## config.mk

```make
export PLATFORM = sky130hd
export DESIGN_NAME = biu_arbiter_flat
export DESIGN_NICKNAME = d
export VERILOG_FILES = /design/src/rtl/biu_arbiter_if.sv /design/src/rtl/biu_arbiter.sv /design/src/flat_wrapper.sv
export SDC_FILE = /design/constraint.sdc
export NUM_CORES = 1
export LEC_CHECK = 0
export CORE_MARGIN = 2
export CORE_UTILIZATION = 41
export DETAILED_ROUTE_END_ITERATION = 12
export PLACE_DENSITY_LB_ADDON = 0.2
export SETUP_SLACK_MARGIN = 0.02
export SKIP_CTS_REPAIR_TIMING = 1
export SLEW_MARGIN = 20
export SYNTH_ARGS = -nofsm -noshare
export SYNTH_HDL_FRONTEND = slang
export SYNTH_SLANG_ARGS = --single-unit
```

## constraint.sdc

```tcl
create_clock -name Clk -period 1.95 [get_ports Clk]
set_input_delay 0.2925 -clock Clk [delete_from_list [all_inputs] [get_ports Clk]]
set_output_delay 0.2925 -clock Clk [all_outputs]
set_load 0.02 [all_outputs]
```

## src/rtl/biu_arbiter_if.sv

```systemverilog
// Bus bundle between the two masters, the biu_arbiter and the SDRAM biu.
// The arbiter uses the slave view; masters, biu and benches use the master view.
interface biu_arbiter_if;
  logic        M0Req,   M1Req;
  logic [31:0] M0Addr,  M1Addr;
  logic [31:0] M0Data,  M1Data;
  logic [8:0]  M0Ctrl,  M1Ctrl;
  logic        M0Gnt,   M1Gnt;
  logic        M0Ready, M1Ready;
  logic        BiuReady;
  logic [31:0] BiuAddr, BiuData;
  logic [8:0]  BiuCtrl;
  logic        BiuEn;
  logic        WdogErr;

  modport slave (
    input  M0Req, M1Req, M0Addr, M1Addr, M0Data, M1Data, M0Ctrl, M1Ctrl, BiuReady,
    output M0Gnt, M1Gnt, M0Ready, M1Ready, BiuAddr, BiuData, BiuCtrl, BiuEn, WdogErr
  );

  modport master (
    output M0Req, M1Req, M0Addr, M1Addr, M0Data, M1Data, M0Ctrl, M1Ctrl, BiuReady,
    input  M0Gnt, M1Gnt, M0Ready, M1Ready, BiuAddr, BiuData, BiuCtrl, BiuEn, WdogErr
  );
endinterface

```

## src/rtl/biu_arbiter.sv

```systemverilog
// Round-robin arbiter sharing the SDRAM biu between two masters; grant held per transfer.
// Optional owner watchdog enabled by defining ARB_WDOG_EN.
module biu_arbiter #(
  parameter int unsigned WDOG_CYCLES = 64,
  parameter int unsigned WDOG_W      = 8
) (
  input logic          Clk,
  input logic          Rst,
  biu_arbiter_if.slave bus
);
  localparam logic [1:0] ST_IDLE   = 2'b10;
  localparam logic [8:0] CTRL_IDLE = {ST_IDLE, 7'b0};

  typedef enum logic [1:0] {ARB_IDLE, ARB_OWN, ARB_DRAIN, ARB_HANDOVER} arb_state_t;

  arb_state_t  state, state_nx;
  logic        owner, owner_nx;
  logic        rr, rr_nx;
  logic [1:0]  gnt, gnt_nx;
  logic [31:0] hold_addr, hold_data;
  logic [8:0]  hold_ctrl;
  logic [31:0] own_addr, own_data;
  logic [8:0]  own_ctrl;
  logic        own_req;
  logic [1:0]  req, elig;
  logic        wdog_fire;
  logic        serving;

  assign req      = {bus.M1Req, bus.M0Req};
  assign own_req  = owner ? bus.M1Req  : bus.M0Req;
  assign own_addr = owner ? bus.M1Addr : bus.M0Addr;
  assign own_data = owner ? bus.M1Data : bus.M0Data;
  assign own_ctrl = owner ? bus.M1Ctrl : bus.M0Ctrl;

`ifdef ARB_WDOG_EN
  logic [WDOG_W-1:0] wdog_cnt;
  logic              wdog_err;
  logic [1:0]        blk;
  logic [1:0]        fire_vec;

  // Status S_IDLE/S_BUSY both have bit 8 set; only those cycles age the owner.
  assign wdog_fire = (state == ARB_OWN) && own_req && own_ctrl[8] &&
                     (wdog_cnt == WDOG_W'(WDOG_CYCLES - 1));
  assign fire_vec  = wdog_fire ? (owner ? 2'b10 : 2'b01) : 2'b00;
  // A master cut off by the watchdog stays ineligible until it drops Req once.
  assign elig      = req & ~blk;
  assign bus.WdogErr = wdog_err;

  always_ff @(posedge Clk) begin
    if (Rst) begin
      wdog_cnt <= '0;
      wdog_err <= 1'b0;
      blk      <= '0;
    end else begin
      if ((state == ARB_OWN) && own_ctrl[8] && !wdog_fire)
        wdog_cnt <= wdog_cnt + 1'b1;
      else
        wdog_cnt <= '0;
      wdog_err <= wdog_err | wdog_fire;
      blk      <= (blk | fire_vec) & req;
    end
  end
`else
  assign wdog_fire   = 1'b0;
  assign elig        = req;
  assign bus.WdogErr = 1'b0;
`endif

  always_comb begin
    state_nx = state;
    owner_nx = owner;
    rr_nx    = rr;
    gnt_nx   = gnt;
    unique case (state)
      ARB_IDLE: begin
        if (|elig) begin
          owner_nx = (elig == 2'b11) ? rr : elig[1];
          gnt_nx   = owner_nx ? 2'b10 : 2'b01;
          state_nx = ARB_OWN;
        end
      end
      ARB_OWN: begin
        if (!own_req) begin
          gnt_nx   = '0;
          state_nx = bus.BiuReady ? ARB_HANDOVER : ARB_DRAIN;
        end else if (wdog_fire) begin
          gnt_nx   = '0;
          state_nx = ARB_DRAIN;
        end
      end
      ARB_DRAIN: begin
        if (bus.BiuReady) state_nx = ARB_HANDOVER;
      end
      ARB_HANDOVER: begin
        rr_nx    = ~owner;
        state_nx = ARB_IDLE;
      end
      default: state_nx = ARB_IDLE;
    endcase
  end

  always_comb begin
    bus.BiuAddr = '0;
    bus.BiuData = '0;
    bus.BiuCtrl = CTRL_IDLE;
    bus.BiuEn   = 1'b0;
    unique case (state)
      ARB_OWN: begin
        bus.BiuAddr = own_addr;
        bus.BiuData = own_data;
        bus.BiuCtrl = own_ctrl;
        bus.BiuEn   = 1'b1;
      end
      ARB_DRAIN: begin
        bus.BiuAddr = hold_addr;
        bus.BiuData = hold_data;
        bus.BiuCtrl = {ST_IDLE, hold_ctrl[6:0]};
        bus.BiuEn   = 1'b1;
      end
      default: ;
    endcase
  end

  assign serving     = (state == ARB_OWN) || (state == ARB_DRAIN);
  assign bus.M0Ready = bus.BiuReady && serving && !owner;
  assign bus.M1Ready = bus.BiuReady && serving &&  owner;
  assign bus.M0Gnt   = gnt[0];
  assign bus.M1Gnt   = gnt[1];

  always_ff @(posedge Clk) begin
    if (Rst) begin
      state     <= ARB_IDLE;
      owner     <= 1'b0;
      rr        <= 1'b0;
      gnt       <= '0;
      hold_addr <= '0;
      hold_data <= '0;
      hold_ctrl <= CTRL_IDLE;
    end else begin
      state <= state_nx;
      owner <= owner_nx;
      rr    <= rr_nx;
      gnt   <= gnt_nx;
      if (state == ARB_OWN) begin
        hold_addr <= own_addr;
        hold_data <= own_data;
        hold_ctrl <= own_ctrl;
      end
    end
  end

  a_gnt_onehot: assert property (@(posedge Clk) disable iff (Rst) gnt != 2'b11);
endmodule

```

## src/flat_wrapper.sv

```systemverilog
// flat-port wrapper written by rule: the top's interface ports become plain ports
module biu_arbiter_flat 
#(
  parameter int unsigned WDOG_CYCLES = 64,
  parameter int unsigned WDOG_W      = 8
)
  (Clk, Rst, bus_M0Req, bus_M1Req, bus_M0Addr, bus_M1Addr, bus_M0Data, bus_M1Data, bus_M0Ctrl, bus_M1Ctrl, bus_BiuReady, bus_M0Gnt, bus_M1Gnt, bus_M0Ready, bus_M1Ready, bus_BiuAddr, bus_BiuData, bus_BiuCtrl, bus_BiuEn, bus_WdogErr);
  biu_arbiter_if bus_i ();
  input logic Clk;
  input logic Rst;
  input wire logic [$bits(bus_i.M0Req)-1:0] bus_M0Req;
  input wire logic [$bits(bus_i.M1Req)-1:0] bus_M1Req;
  input wire logic [$bits(bus_i.M0Addr)-1:0] bus_M0Addr;
  input wire logic [$bits(bus_i.M1Addr)-1:0] bus_M1Addr;
  input wire logic [$bits(bus_i.M0Data)-1:0] bus_M0Data;
  input wire logic [$bits(bus_i.M1Data)-1:0] bus_M1Data;
  input wire logic [$bits(bus_i.M0Ctrl)-1:0] bus_M0Ctrl;
  input wire logic [$bits(bus_i.M1Ctrl)-1:0] bus_M1Ctrl;
  input wire logic [$bits(bus_i.BiuReady)-1:0] bus_BiuReady;
  output wire logic [$bits(bus_i.M0Gnt)-1:0] bus_M0Gnt;
  output wire logic [$bits(bus_i.M1Gnt)-1:0] bus_M1Gnt;
  output wire logic [$bits(bus_i.M0Ready)-1:0] bus_M0Ready;
  output wire logic [$bits(bus_i.M1Ready)-1:0] bus_M1Ready;
  output wire logic [$bits(bus_i.BiuAddr)-1:0] bus_BiuAddr;
  output wire logic [$bits(bus_i.BiuData)-1:0] bus_BiuData;
  output wire logic [$bits(bus_i.BiuCtrl)-1:0] bus_BiuCtrl;
  output wire logic [$bits(bus_i.BiuEn)-1:0] bus_BiuEn;
  output wire logic [$bits(bus_i.WdogErr)-1:0] bus_WdogErr;
  assign bus_i.M0Req = bus_M0Req;
  assign bus_i.M1Req = bus_M1Req;
  assign bus_i.M0Addr = bus_M0Addr;
  assign bus_i.M1Addr = bus_M1Addr;
  assign bus_i.M0Data = bus_M0Data;
  assign bus_i.M1Data = bus_M1Data;
  assign bus_i.M0Ctrl = bus_M0Ctrl;
  assign bus_i.M1Ctrl = bus_M1Ctrl;
  assign bus_i.BiuReady = bus_BiuReady;
  assign bus_M0Gnt = bus_i.M0Gnt;
  assign bus_M1Gnt = bus_i.M1Gnt;
  assign bus_M0Ready = bus_i.M0Ready;
  assign bus_M1Ready = bus_i.M1Ready;
  assign bus_BiuAddr = bus_i.BiuAddr;
  assign bus_BiuData = bus_i.BiuData;
  assign bus_BiuCtrl = bus_i.BiuCtrl;
  assign bus_BiuEn = bus_i.BiuEn;
  assign bus_WdogErr = bus_i.WdogErr;
  biu_arbiter #(.WDOG_CYCLES(WDOG_CYCLES), .WDOG_W(WDOG_W)) u_core (.Clk(Clk), .Rst(Rst), .bus(bus_i));
endmodule
```

Yosys cells after proc, flatten, opt, wreduce, memory -nomap -nowiden
Cells that the tools add are included.
{"block": "totals", "regBits": 77, "input_bits": 151, "out_inout_bits": 79}
{"block": "op_classes", "n_eq_ne": 7, "n_mux": 18, "bitwise_logic": 1, "reduce_logical": 12}
{"cell": "case mux 32 bit (2 select lines)", "n": 2}
{"cell": "two-way mux 32 bit", "n": 2}
{"cell": "case mux 9 bit (2 select lines)", "n": 1}
{"cell": "two-way mux 2 bit", "n": 6}
{"cell": "two-way mux 9 bit", "n": 1}
{"cell": "case mux 2 bit (4 select lines)", "n": 1}
{"cell": "equality test 2 bit, second input constant", "n": 3}
{"cell": "AND reduction 3 bit", "n": 2}
{"cell": "two-way mux 1 bit", "n": 4}
{"cell": "!= test 2 bit, second input constant", "n": 2}
{"cell": "case mux 2 bit (2 select lines)", "n": 1}
{"cell": "OR reduction 2 bit", "n": 2}
{"cell": "logical AND 1 bit", "n": 3}
{"cell": "equality test 2 x 1 -> 1 bit, second input constant", "n": 1}
{"cell": "logical NOT 2 bit", "n": 1}
{"cell": "!= test 2 x 1 -> 1 bit, second input constant", "n": 1}
{"cell": "AND reduction 2 bit", "n": 1}
{"cell": "nonzero test 2 bit", "n": 1}
{"cell": "logical NOT 1 bit", "n": 1}
{"cell": "logical OR 1 bit", "n": 1}
{"cell": "inverter 1 bit", "n": 1}

Logic depth before layout (Yosys ltp)
Gate-level depths: netlist of run 1.
{"block": "logic_depth", "ltp_word": 5, "depth_mapped": 7, "depth_no_buf": 5}

Worst setup path after synthesis of run 1
Ideal clock, no wire load.
{"block": "synth_path", "path_type": "register to output", "startpoint": "reg u_core.state[0]", "endpoint": "out bus_BiuAddr[10]", "arrival_time_ns": 1.897, "path_slack_ns": -0.239, "stages_incl_launch_ff": 6, "cell_sequence": "dfxtp_1 inv_1 ha_1 clkbuf_1 clkbuf_1 a21boi_0"}
{"block": "synth_between", "elab_chain_len": 2, "elab_cells_between_ends": 3, "classes_between": "2 x eq/ne; 1 x mux"}
{"item": "start: declaration", "line_no": "biu_arbiter.sv:16", "text": "arb_state_t state, state_nx;"}
{"item": "start signal: assignment", "line_no": "biu_arbiter.sv:140", "text": "state <= state_nx;"}
{"item": "equality test 2 bit or equality test 2 x 1 -> 1 bit (tied branches)", "line_no": "biu_arbiter.sv:107", "text": "unique case (state)"}
{"item": "case mux 32 bit (2 select lines) *", "line_no": "biu_arbiter.sv:107"}
{"item": "end: declaration", "line_no": "flat_wrapper.sv:24", "text": "output wire logic [$bits(bus_i.BiuAddr)-1:0] bus_BiuAddr;"}
Mark *: on every way between the ends. The rest lies on a longest branch, timed or not.

Worst setup path in the final report of run 1
{"block": "layout_path", "startpoint": "reg u_core.owner", "endpoint": "out bus_BiuData[22]"}
{"block": "layout_between", "elab_chain_len": 2}
{"item": "start: declaration", "line_no": "biu_arbiter.sv:17", "text": "logic owner, owner_nx;"}
{"item": "start signal: assignment", "line_no": "biu_arbiter.sv:141", "text": "owner <= owner_nx;"}
{"item": "two-way mux 32 bit", "line_no": "biu_arbiter.sv:32", "text": "assign own_data = owner ? bus.M1Data : bus.M0Data;"}
{"item": "case mux 32 bit (2 select lines)", "line_no": "biu_arbiter.sv:107"}
{"item": "end: declaration", "line_no": "flat_wrapper.sv:25", "text": "output wire logic [$bits(bus_i.BiuData)-1:0] bus_BiuData;"}
Every way passes these cells.

==> results of run 1 <==
[Yosys cell counts, types with 2 or more instances]
cell      count
nand2_1     221
dfxtp_1      77
a21oi_1      72
a21boi_0     71
mux2_2       71
clkbuf_1     30
buf_2        10
buf_4         6
inv_1         6
mux2i_1       5
nor2_1        5
buf_6         4
ha_1          4
nor2b_1       4
nor3b_1       2
o21ai_0       2
[how the worst max path moves through the flow]
stage,depth (start not counted),to,slack (ps)
after global placement,5,bus_BiuData[13],-180
after CTS,5,bus_BiuData[21],-550
after floorplan,5,bus_BiuAddr[10],-8
after global routing,5,bus_BiuData[22],-90
final,5,bus_BiuData[22],-30
after detailed placement,5,bus_BiuAddr[22],-200
[registers in the layout, indices dropped and copies added, names as in the netlist]
| signal | count |
|---|---|
| u_core.gnt | 2 |
| u_core.owner | 1 |
| u_core.hold_ctrl | 7 |
| u_core.state | 2 |
| u_core.rr | 1 |
| u_core.hold_addr | 32 |
| u_core.hold_data | 32 |
[final cells by class]
cell class,instances,area (µm²),area share
Multi-Input combinational cell,470,3230,0.390
Timing Repair Buffer,323,2960,0.358
Sequential cell,77,1550,0.188
Clock buffer,12,256,0.0310
Tap cell,140,175,0.0212
Clock inverter,4,70.1,0.00848
Inverter,6,25.0,0.00303
[routing by layer]
metal  vias up  routed length, µm  GRT usage
li1       2596                  -          -
met1      2433               6180      0.269
met2       196               8430      0.457
met3        21               1020     0.0335
met4         0                266     0.0813
met5         -                  0          0
[power breakdown]
group	total, µW	leakage (µW)	internal, µW	switching, µW
registers	2220	0.000631	1980	238
logic	5450	0.00239	2840	2610
clock network	1800	0.000163	1190	617
[per-stage QoR]
step | utilization | TNS, ps | hold WS [ps] | instances
after detailed placement | 0.725 | -12310 | 456 | 1012
after global routing | 0.756 | -2200 | 484 | 1032
after global placement | 0.725 | -9170 | 445 | 1012
after floorplan | - | -301 | 386 | 604
after CTS | 0.755 | -40850 | 452 | 1028
final | 0.756 | -40.6 | 456 | 1032
[cells by family after synthesis]
logic type,Yosys count,share of synthesized area
buffers and inverters,57,0.0604
adders and majority gates,4,0.0108
muxes,77,0.187
DFF,77,0.334
and+or+nand+nor,234,0.195
other,1,0.000811
AOI/OAI and AO/OA,154,0.213
==> run summary, run 1 <==
Clock Tree Buf Depth = 2
Num CTS Buffers = 9
H-tree levels = 3
Period utilization = 1.01
Skew final = 4.76 ps
Hold path cells = 2
Clock latency at the later pin of the worst-skew pair = 330 ps
CP top delay family = flip-flops
Worst path max stage delay = 440 ps
Tot Pwr = 9470 µW
Vias in the first global route = 5,123
Worst EP required = 1660 ps
Nets = 1,042
CP max stage cell = dfxtp_4
DP Area = 0.00793 mm²
Most common cell after layout, fill and taps aside = nand2_1
Final Critical Period = 1980 ps
FMAX = 506 MHz
Total track usage = 0.239
RePlAce Congestion = 0.829
Actual slew at the worst max-slew pin = 540 ps
Asr flop ratio synth = 0
Die Footprint = 0.0121 mm²
Vias per inst = 5.08
CP arrival = 1680 ps
Syn nets = 759
Fill cells = 793
Clock slew at reported path FFs = 60 ps
1st-iter DRT viols = 300
Initial Util = 0.423
Status = finished with violations
Hold Path Class = in -> reg
Final setup fails = 3
R2R Path Start = u_core.state[1]$_SDFFE_PP0P_
FP Rows = 38
Pwr/cell area = 1150 mW/mm²
Slew headroom = 0.640
Worst Hold Launch = Rst
Final WL = 15,900 µm
Clock sinks = 77
Area contributors post-synth = dfxtp_1, nand2_1, mux2_2
Worst hold endpoint = u_core.hold_ctrl[2]$_SDFFE_PP0N_
RSZ-0062 raised after global routing = true
CTS tree = yes
Initial antenna violation count = 0
Synth-to-layout area growth = 78.8%
PortBufs = 228
Mean Syn Cell Area = 7.65 µm²
#FFs+latches synth = 77
Post-Syn Instances = 604
Critical path fanouts, max = 11
Peak supply drop = 0.840 mV
Chip height = 110 µm
Cell Area, Synth = 0.00462 mm²
Post-synth EDFFs = 0
Clk root buf = clkbuf_16
Ys Warns = 0
Largest net degree at the start of global routing = 45
Worst path bufs/invs = 2
Type of the worst setup path = reg -> out
Critical-path cell list = buf_6, mux2_2, nand2_1, a21boi_1, dlymetal6s2s_1
Final ANT Viol Nets = 0
DRC = 0
Pleak = 0.00319 µW
Flop-to-flop setup slack = 100 ps
Biggest area consumer among synthesized cells = dfxtp_1
Max-cap violations = 0
Worst flop-to-flop path endpoint = u_core.hold_data[19]$_SDFFE_PP0N_
Ports = 230
Setup ws final = -26.0 ps
DP Worst Slack = -200 ps
Post-DP HPWL = 11,100 µm
Wire per inst = 15.4 µm
Routed via count = 5,246
Crit. End Element = primary output
Sequential-to-total area share from yosys stat = 0.334
Worst setup path startpoint = u_core.owner$_SDFFE_PP0P_
Die width = 110 µm
Drt first pass iters = 4
Post-synth top area share = 0.334
Core area = 0.0109 mm²
Grt ovf = 0
Reg2reg path depth = 8
Diodes inserted = 0
Library cells used by synthesis = 30
Hold Violations, Final = 0
Worst setup SP type = flip-flop
Most frequent cells in the layout = nand2_1, clkdlybuf4s50_1, buf_4
Layout cells sized above 1 = 0.398
Top FF cell, synth = dfxtp_1
Post-route cell area = 0.00826 mm²
Max-slew violations = 0
First-pass GRT wire length = 23,100 µm
Failing checks = setup timing
(Power assumes the default switching activity.)
==> run 2: changes to the inputs <==
- CTS_CLUSTER_SIZE: not set -> 28
==> results of run 2 <==
Same layout as run 1: the final DEF is identical, and so are final timing and power.
==> run 3: changes to the inputs <==
- CORE_UTILIZATION: 41 -> 30
==> run summary, run 3 (synthesis gave the netlist of run 1 again) <==
Chip height = 128 µm (+16%)
Vias in the first global route = 5,021 (-2.0%)
Sw Pwr = 3850 µW (+11%)
Regs by FF count = u_core.hold_addr (32), u_core.hold_data (32), u_core.hold_ctrl (7)
Final Critical Period = 2140 ps (+163 ps)
CP arrival = 1850 ps (+170 ps)
Status = finished with violations
Wire per inst = 15.5 µm (+0.42%)
Sw frac = 0.364 (-0.00119)
Critical-path cell list = inv_4, ha_4, buf_4, buf_6, clkbuf_16, nand2_1, a21boi_4, clkbuf_2
DRC = 0 (unchanged)
Synth-to-layout area growth = 97.7%
Pwr/cell area = 1160 mW/mm² (+1.1%)
Drt first pass iters = 4 (unchanged)
Worst path bufs/invs = 5 (+3)
Clk root buf = clkbuf_16
Core area = 0.0151 mm² (+39%)
Num CTS Buffers = 9 (unchanged)
Setup ws final = -189 ps (-163 ps)
FMAX = 468 MHz (-7.6%)
Failing checks = setup timing
Most frequent cells in the layout = nand2_1, clkdlybuf4s50_1, buf_4
Reg power frac = 0.208 (-0.026)
Nets = 1,091 (+4.7%)
Clock sinks = 77 (unchanged)
Layout cells sized above 1 = 0.428 (+0.0303)
Hold WS = 197 ps (-259 ps)
Diodes inserted = 0 (unchanged)
Clk network pwr share = 0.162 (-0.028)
Core Util, Final = 0.603 (-0.152)
Worst EP required = 1660 ps (about the same)
Pint = 6730 µW (+12%)
Period utilization = 1.10 (+0.0835)
Final WL = 17,500 µm (+9.9%)
Worst setup SP type = flip-flop
Max-slew violations = 0 (unchanged)
Most common cell after layout, fill and taps aside = nand2_1
Die Footprint = 0.0164 mm² (+35%)
Grt ovf = 0 (unchanged)
Final ANT Viol Nets = 0 (unchanged)
FP Rows = 45 (+18%)
1st-iter DRT viols = 225 (-25%)
H-tree levels = 3 (unchanged)
Ports = 230 (unchanged)
Post-DP HPWL = 10,800 µm (-2.3%)
Type of the worst setup path = reg -> out
Max-cap violations = 0 (unchanged)
Combinational share of power = 0.629 (+0.054)
Routed via count = 5,378 (+2.5%)
Die width = 128 µm (+16%)
Hold Path Class = in -> reg
Initial Util = 0.305 (-0.117)
Total track usage = 0.174 (-0.0654)
Clock slew at reported path FFs = 60 ps (about the same)
First-pass GRT wire length = 23,200 µm (+0.30%)
RePlAce Congestion = 0.744 (-10%)
Clock Tree Buf Depth = 2 (unchanged)
Initial antenna violation count = 0 (unchanged)
CP top delay family = buffers and inverters
Pleak = 0.00371 µW (+16%)
Flop-to-flop setup slack = 90 ps (about the same)
Peak supply drop = 0.562 mV (-33%)
CTS tree = yes
Vias per inst = 4.76 (-6.3%)
RSZ-0062 raised after global routing = true
Worst path max stage delay = 340 ps (-100 ps)
Critical path fanouts, max = 14 (+3)
Setup TNS = -4670 ps (-4630 ps)
CP max stage cell = dfxtp_2
Hold Violations, Final = 0 (unchanged)
Clock latency at the later pin of the worst-skew pair = 330 ps (about the same)
Skew final = 4.23 ps (-0.532 ps)
Crit. End Element = primary output
Final setup fails = 56 (+53)
PortBufs = 228 (unchanged)
Largest net degree at the start of global routing = 46 (+2.2%)
-- run 3: path summary, 6_finish.rpt --
path                                                         from                           endpoint  cells after the start
worst max-delay path                 u_core.state[1]$_SDFFE_PP0P_                    bus_BiuData[10]                      8
worst min-delay path                                          Rst          u_core.owner$_SDFFE_PP0P_                      2
worst max register to register          u_core.owner$_SDFFE_PP0P_       u_core.state[0]$_SDFFE_PP0P_                      6
worst min register to register  u_core.hold_data[20]$_SDFFE_PP0N_  u_core.hold_data[20]$_SDFFE_PP0N_                      2
-- run 3: stage by stage --
stage	instances	instance area, µm²	total power, µW	setup WS (ps)
after floorplan	604	4880	5090	-7.52
after global placement	1051	7910	7280	-183
after detailed placement	1051	7910	7380	-226
after CTS	1067	8220	9140	-598
after global routing	1129	9140	11200	-261
final	1129	9140	10600	-189
-- run 3: power by group through the flow --
stage               clock network (µW)  logic (µW)  registers, µW
floorplan                            0        2910           2180
global placement                     0        5090           2190
detailed placement                   0        5170           2210
CTS                               1770        5190           2180
global route                      1830        7080           2250
finish                            1720        6660           2210
-- run 3: layout make-up --
cell class	instances	area (µm²)
Fill cell	1324	6010
Clock inverter	5	57.6
Inverter	6	27.5
Multi-Input combinational cell	470	3360
Sequential cell	77	1550
Tap cell	188	235
Clock buffer	11	254
Timing Repair Buffer	372	3650
-- run 3: layer usage --
metal | part of all wire | vias to the layer above | GRT usage
met4 | 0.018 | 0 | 0.0543
met1 | 0.41 | 2482 | 0.194
met2 | 0.51 | 193 | 0.323
met5 | 0 | - | 0
met3 | 0.063 | 21 | 0.0413
li1 | - | 2682 | -
